**config.mk**
```make
export PLATFORM = sky130hd
export DESIGN_NAME = md_issue_ctrl
export DESIGN_NICKNAME = d
export VERILOG_FILES = /design/src/rtl/md_issue_ctrl.sv
export SDC_FILE = /design/constraint.sdc
export NUM_CORES = 1
export LEC_CHECK = 0
export ABC_AREA = 1
export ABC_CLOCK_PERIOD_IN_PS = 2320
export CAP_MARGIN = 10
export CORE_AREA = 2 2 87 89
export DETAILED_ROUTE_END_ITERATION = 7
export DIE_AREA = 0 0 89 91
export PLACE_DENSITY_LB_ADDON = 0.12
export SYNTH_ARGS = -nofsm -noshare
export SYNTH_HDL_FRONTEND = slang
export SYNTH_SLANG_ARGS = --single-unit
```
**constraint.sdc**
```tcl
create_clock -name clk -period 2.32 [get_ports clk]
set_clock_uncertainty 0.05 [all_clocks]
set_input_delay 0.464 -clock clk [delete_from_list [all_inputs] [get_ports clk]]
set_output_delay 0.464 -clock clk [all_outputs]
set_load 0.1 [all_outputs]
```
**src/rtl/md_issue_ctrl.sv**
```systemverilog
// Issue control for the HI/LO multiply/divide unit.
// Presents one-cycle E-stage ops, stalls HI/LO accesses in D while the unit works, and flags protocol errors.
module md_issue_ctrl (
  input  logic        clk,
  input  logic        reset,
  input  logic        d_md_valid,
  input  logic [2:0]  d_md_op,
  input  logic        d_hilo_rd,
  input  logic        d_mt_valid,
  input  logic        d_mt_sel,
  input  logic        stall_ext,
  input  logic        flush_E,
  input  logic        md_busy,
  output logic [2:0]  MulOp_E,
  output logic [1:0]  MTHILO_E,
  output logic        stall_md,
  output logic        proto_err,
  output logic [31:0] stall_cnt
);

  typedef enum logic [1:0] {IDLE, ARMED, BUSY} state_t;

  state_t     state, stateNext;
  logic [3:0] sh_cnt, shCntNext;
  logic       firstBusy;
  logic       hiloAccess, advance, mdIssue, mtIssue, errSet;

  // A BUSY cycle with md_busy low is already the final one, so stalling only on
  // ARMED or md_busy lets the waiting HI/LO access go with no extra bubble.
  always_comb begin
    hiloAccess = d_md_valid | d_hilo_rd | d_mt_valid;
    stall_md   = hiloAccess & ((state == ARMED) | md_busy);
    advance    = ~stall_md & ~stall_ext;
    mdIssue    = advance & d_md_valid & ~flush_E;
    mtIssue    = advance & d_mt_valid & ~d_md_valid & ~flush_E;
  end

  always_comb begin
    stateNext = state;
    shCntNext = sh_cnt;
    errSet    = 1'b0;
    case (state)
      IDLE: ;
      ARMED: begin
        stateNext = BUSY;
        errSet    = md_busy;
      end
      BUSY: begin
        if (md_busy) begin
          if (sh_cnt == 4'd0) errSet = 1'b1;
          else                shCntNext = sh_cnt - 4'd1;
        end else begin
          stateNext = IDLE;
          errSet    = firstBusy | (sh_cnt != 4'd0);
        end
      end
      default: stateNext = IDLE;
    endcase
    // An issue is only possible from IDLE or the last BUSY cycle.
    if (mdIssue) begin
      stateNext = ARMED;
      shCntNext = d_md_op[1] ? 4'd10 : 4'd5;
    end
  end

  always_ff @(posedge clk) begin
    if (reset) begin
      state     <= IDLE;
      sh_cnt    <= 4'd0;
      firstBusy <= 1'b0;
      MulOp_E   <= 3'b111;
      MTHILO_E  <= 2'b11;
      proto_err <= 1'b0;
      stall_cnt <= 32'd0;
    end else begin
      state     <= stateNext;
      sh_cnt    <= shCntNext;
      firstBusy <= (state == ARMED);
      MulOp_E   <= mdIssue ? d_md_op : 3'b111;
      MTHILO_E  <= mtIssue ? {1'b0, d_mt_sel} : 2'b11;
      proto_err <= proto_err | errSet;
      stall_cnt <= stall_cnt + {31'd0, stall_md};
    end
  end

endmodule

```
==> results.tsv <==
stage	metric	value	unit
run_status	status	completed	
floorplanning	start_util	34.3	%
setup_path	path_max_fanout	3	
routing	routed_wl	6050	um
floorplanning	die_h	91	um
routing	dr.pass1.iters	4	
timing	max_freq	460	MHz
setup_path	cp.depth	6	
run	max_cap_viol_count	0	
setup_path	cp-start-kind	input port	
floorplanning	row_count	31	
grt	met2_usage	26.5	%
placement	place_hpwl	4770	um
cts	cts_tree	built	
synthesis	synthFlopType	dfxtp_1	
synthesis	async_reset_ff_share	0	%
cts	cts_made_buffers	5	
synthesis	synth_cell_types	31	
finish	design_area	3200	um2
synthesis	synth_commonest_cells	nand2_1, nor2_1, dfxtp_1	
routing	viasPerCell	4.49	
power_and_ir_drop	peakVddDrop	0.214	mV
routing	drc_errors	0	
setup_path	r2r-end	stall_cnt[16]	
grt	met1_usage	21.4	%
synthesis	avgSynthCellArea	6.90	um2
synthesis	ys_top_cells_by_area	dfxtp_1, nand2_1, nor2_1, inv_1, nor2_4	
setup_path	crit_path_end	stall_md	
finish	final_util	44.9	%
timing	post-route-min-period	2.17	ns
cts	cts_buffer_depth	2	
grt	top_usage_layer	met2	
synthesis	synth_seq_area_share	36.8	%
placement	gp_congestion	0.848	
routing	wl_per_cell	11.7	um
synthesis	synth-xor-area-share	1.79	%
finish	fin_nets	436	
timing	layout_setup_ws	0.147	ns
floorplanning	dieArea	8100	um2
timing	setup_violations	0	
routing	drt-initial-drc-count	72	
grt	grt_max_degree	27	
timing	hold_viol	0	
placement	place_area	3100	um2
cts	clock_latency	0.30	ns
synthesis	synth_top_family_by_area	simple AND/OR/NAND/NOR gates	
power_and_ir_drop	p_leak	0.00126	uW
placement	port_buffers	50	
setup_path	critPathArrivalTime	1.66	ns
cts	cts_htree_levels	2	
cts	clkTransAtPathRegs	0.08	ns
cts	post_cts_resized	0	
setup_path	path_cells	clkdlybuf4s50_1, or2_4, nand2_4, clkinvlp_4, buf_4, buf_12	
power_and_ir_drop	powerDensity	481	nW/um2
synthesis	syn_inst	355	
grt	met3_usage	3.36	%
setup_path	r2r_slack	0.35	ns
cts	cts_sinks	45	
grt	grt_pass1_vias	2214	
setup_path	regToRegStartpoint	state[0]	
grt	antenna_found_initial	0	
grt	grt_usage	16.4	%
floorplanning	die_x	89	um
synthesis	synth_warnings	0	
synthesis	ys_ff_latch	45	
setup_path	critical_path.endpoint_type	primary output	
synthesis	synthAdderAreaFrac	3.58	%
placement	dp_slack	-0.0768	ns
floorplanning	boundaryPins	51	
setup_path	critPathTopFamily	buffers and inverters	
timing	fin_crit_sh	93.7	%
synthesis	synth_top_area_share	36.8	%
timing	grt_setup_unrepaired	no	
routing	vias	2320	
synthesis	synth_fp_nets	374	
setup_path	slowest_delay	0.42	ns
cts	cts-root-buf	clkbuf_8	
synthesis	synth.area.mux_share	0	%
routing	antenna_left	0	
finish	area_growth	30.8	%
finish	drive_gt1_share	24.4	%
timing	finalMaxSlewViolations	0	
synthesis	synth_top_area_cell	dfxtp_1	
cts	cts_setup_buffers	0	
synthesis	synth_compound_area_share	7.20	%
setup_path	crit_slowest_cell	clkdlybuf4s50_1	
finish	antenna_cells	0	
grt	grt_pass1_wl	10400	um
setup_path	critPathBufInv	4	
floorplanning	core_area	7140	um2
setup_path	timing_worst_setup_path_type	in -> out	
synthesis	yosysMostFrequentCell	nand2_1	
setup_path	reg2regPathDepth	13	
timing	tightest_slew	0.381	ns
hold_path	hold_path_class	reg -> reg	
setup_path	critPathLaunch	md_busy	
setup_path	crit_required	1.81	ns
synthesis	synth-simple-area-share	44.4	%
power_and_ir_drop	p_total	1540	uW
synthesis	synth_edf_count	0	
cts	postCtsHoldBufs	0	
timing	max-slew-margin-rel	74.5	%
grt	gr-total-overflow	0	
synthesis	synthesis.area	2450	um2
metrics by stage:
stage,setup TNS (ns),hold WS [ns],std cells
detailed placement,-0.256,0.409,509
finish,0,0.424,517
CTS,0,0.430,517
global route,0,0.437,517
floorplan,-1.31,0.444,355
global placement,-0.0729,0.404,509
per-layer routing:
layer	share of wire [%]	vias up
met5	0	-
met4	1.6	0
met3	4.4	8
met2	45	44
met1	49	1033
li1	-	1235
cells by family (layout without fill, tap and decap cells):
| family | after synthesis | after routing |
|---|---|---|
| simple gates | 226 | 226 |
| flops | 45 | 45 |
| buf+inv | 40 | 103 |
| compound gates | 32 | 32 |
| fa+ha+maj | 7 | 7 |
| xor+xnor | 5 | 5 |
state kept, by name, summed over array words and instances (netlist names):
register and count:
MTHILO_E 2, MulOp_E 3, firstBusy 1, proto_err 1, sh_cnt 4, stall_cnt 32
state 2
worst min-delay path by stage:
| stage | depth (start not counted) | end | slack, ns | from |
|---|---|---|---|---|
| 2_1_floorplan | 2 | state[0] | 0.44 | state[0] |
| 3_3_place_gp | 1 | proto_err | 0.40 | proto_err |
| 3_5_place_dp | 1 | proto_err | 0.41 | proto_err |
| 4_1_cts | 1 | proto_err | 0.43 | proto_err |
| 5_1_grt | 1 | proto_err | 0.44 | proto_err |
| 6_report | 1 | proto_err | 0.42 | proto_err |
area by class of cell:
class	count	area, um2
sequential	45	902
clock inverter	1	5.00
multi-input combinational	270	1440
timing repair buffer	59	495
inverter	36	139
tap	99	124
fill	786	3940
clock buffer	7	96.3
placed cells by master, fill, tap and decap left out, types with 7 or more instances in the layout:
cell type,netlist,final
nor2_1,57,57
buf_4,0,46
nor2_4,9,9
inv_1,34,29
nand2_1,102,101
nand3b_1,8,8
nand3_1,14,14
clkdlybuf4s50_1,0,11
dfxtp_1,45,44
clkbuf_8,0,7
nor2_2,9,9
a21oi_1,20,20
nand2_2,10,10
worst reg2reg max path, cell delays in order, from the launching register on:
cell and delay [ns]:
dfxtp_1 0.40, ha_4 0.17, or2_4 0.13, nand2_4 0.05, clkinvlp_4 0.09, ha_4 0.15, ha_4 0.14, nand2_4 0.06
nor2_4 0.16, nand2_2 0.10, nor2_4 0.14, nand2_1 0.08, o21ai_1 0.11, nor2_1 0.04
where the power goes:
| group | internal (uW) | leakage (uW) | total (uW) | switching [uW] |
|---|---|---|---|---|
| combinational | 76.1 | 0.000839 | 200 | 124 |
| sequential | 785 | 0.000364 | 797 | 12.2 |
| clock | 270 | 0.0000542 | 544 | 274 |
| total | 1130 | 0.00126 | 1540 | 411 |
Power figures use the tool's default switching activity.
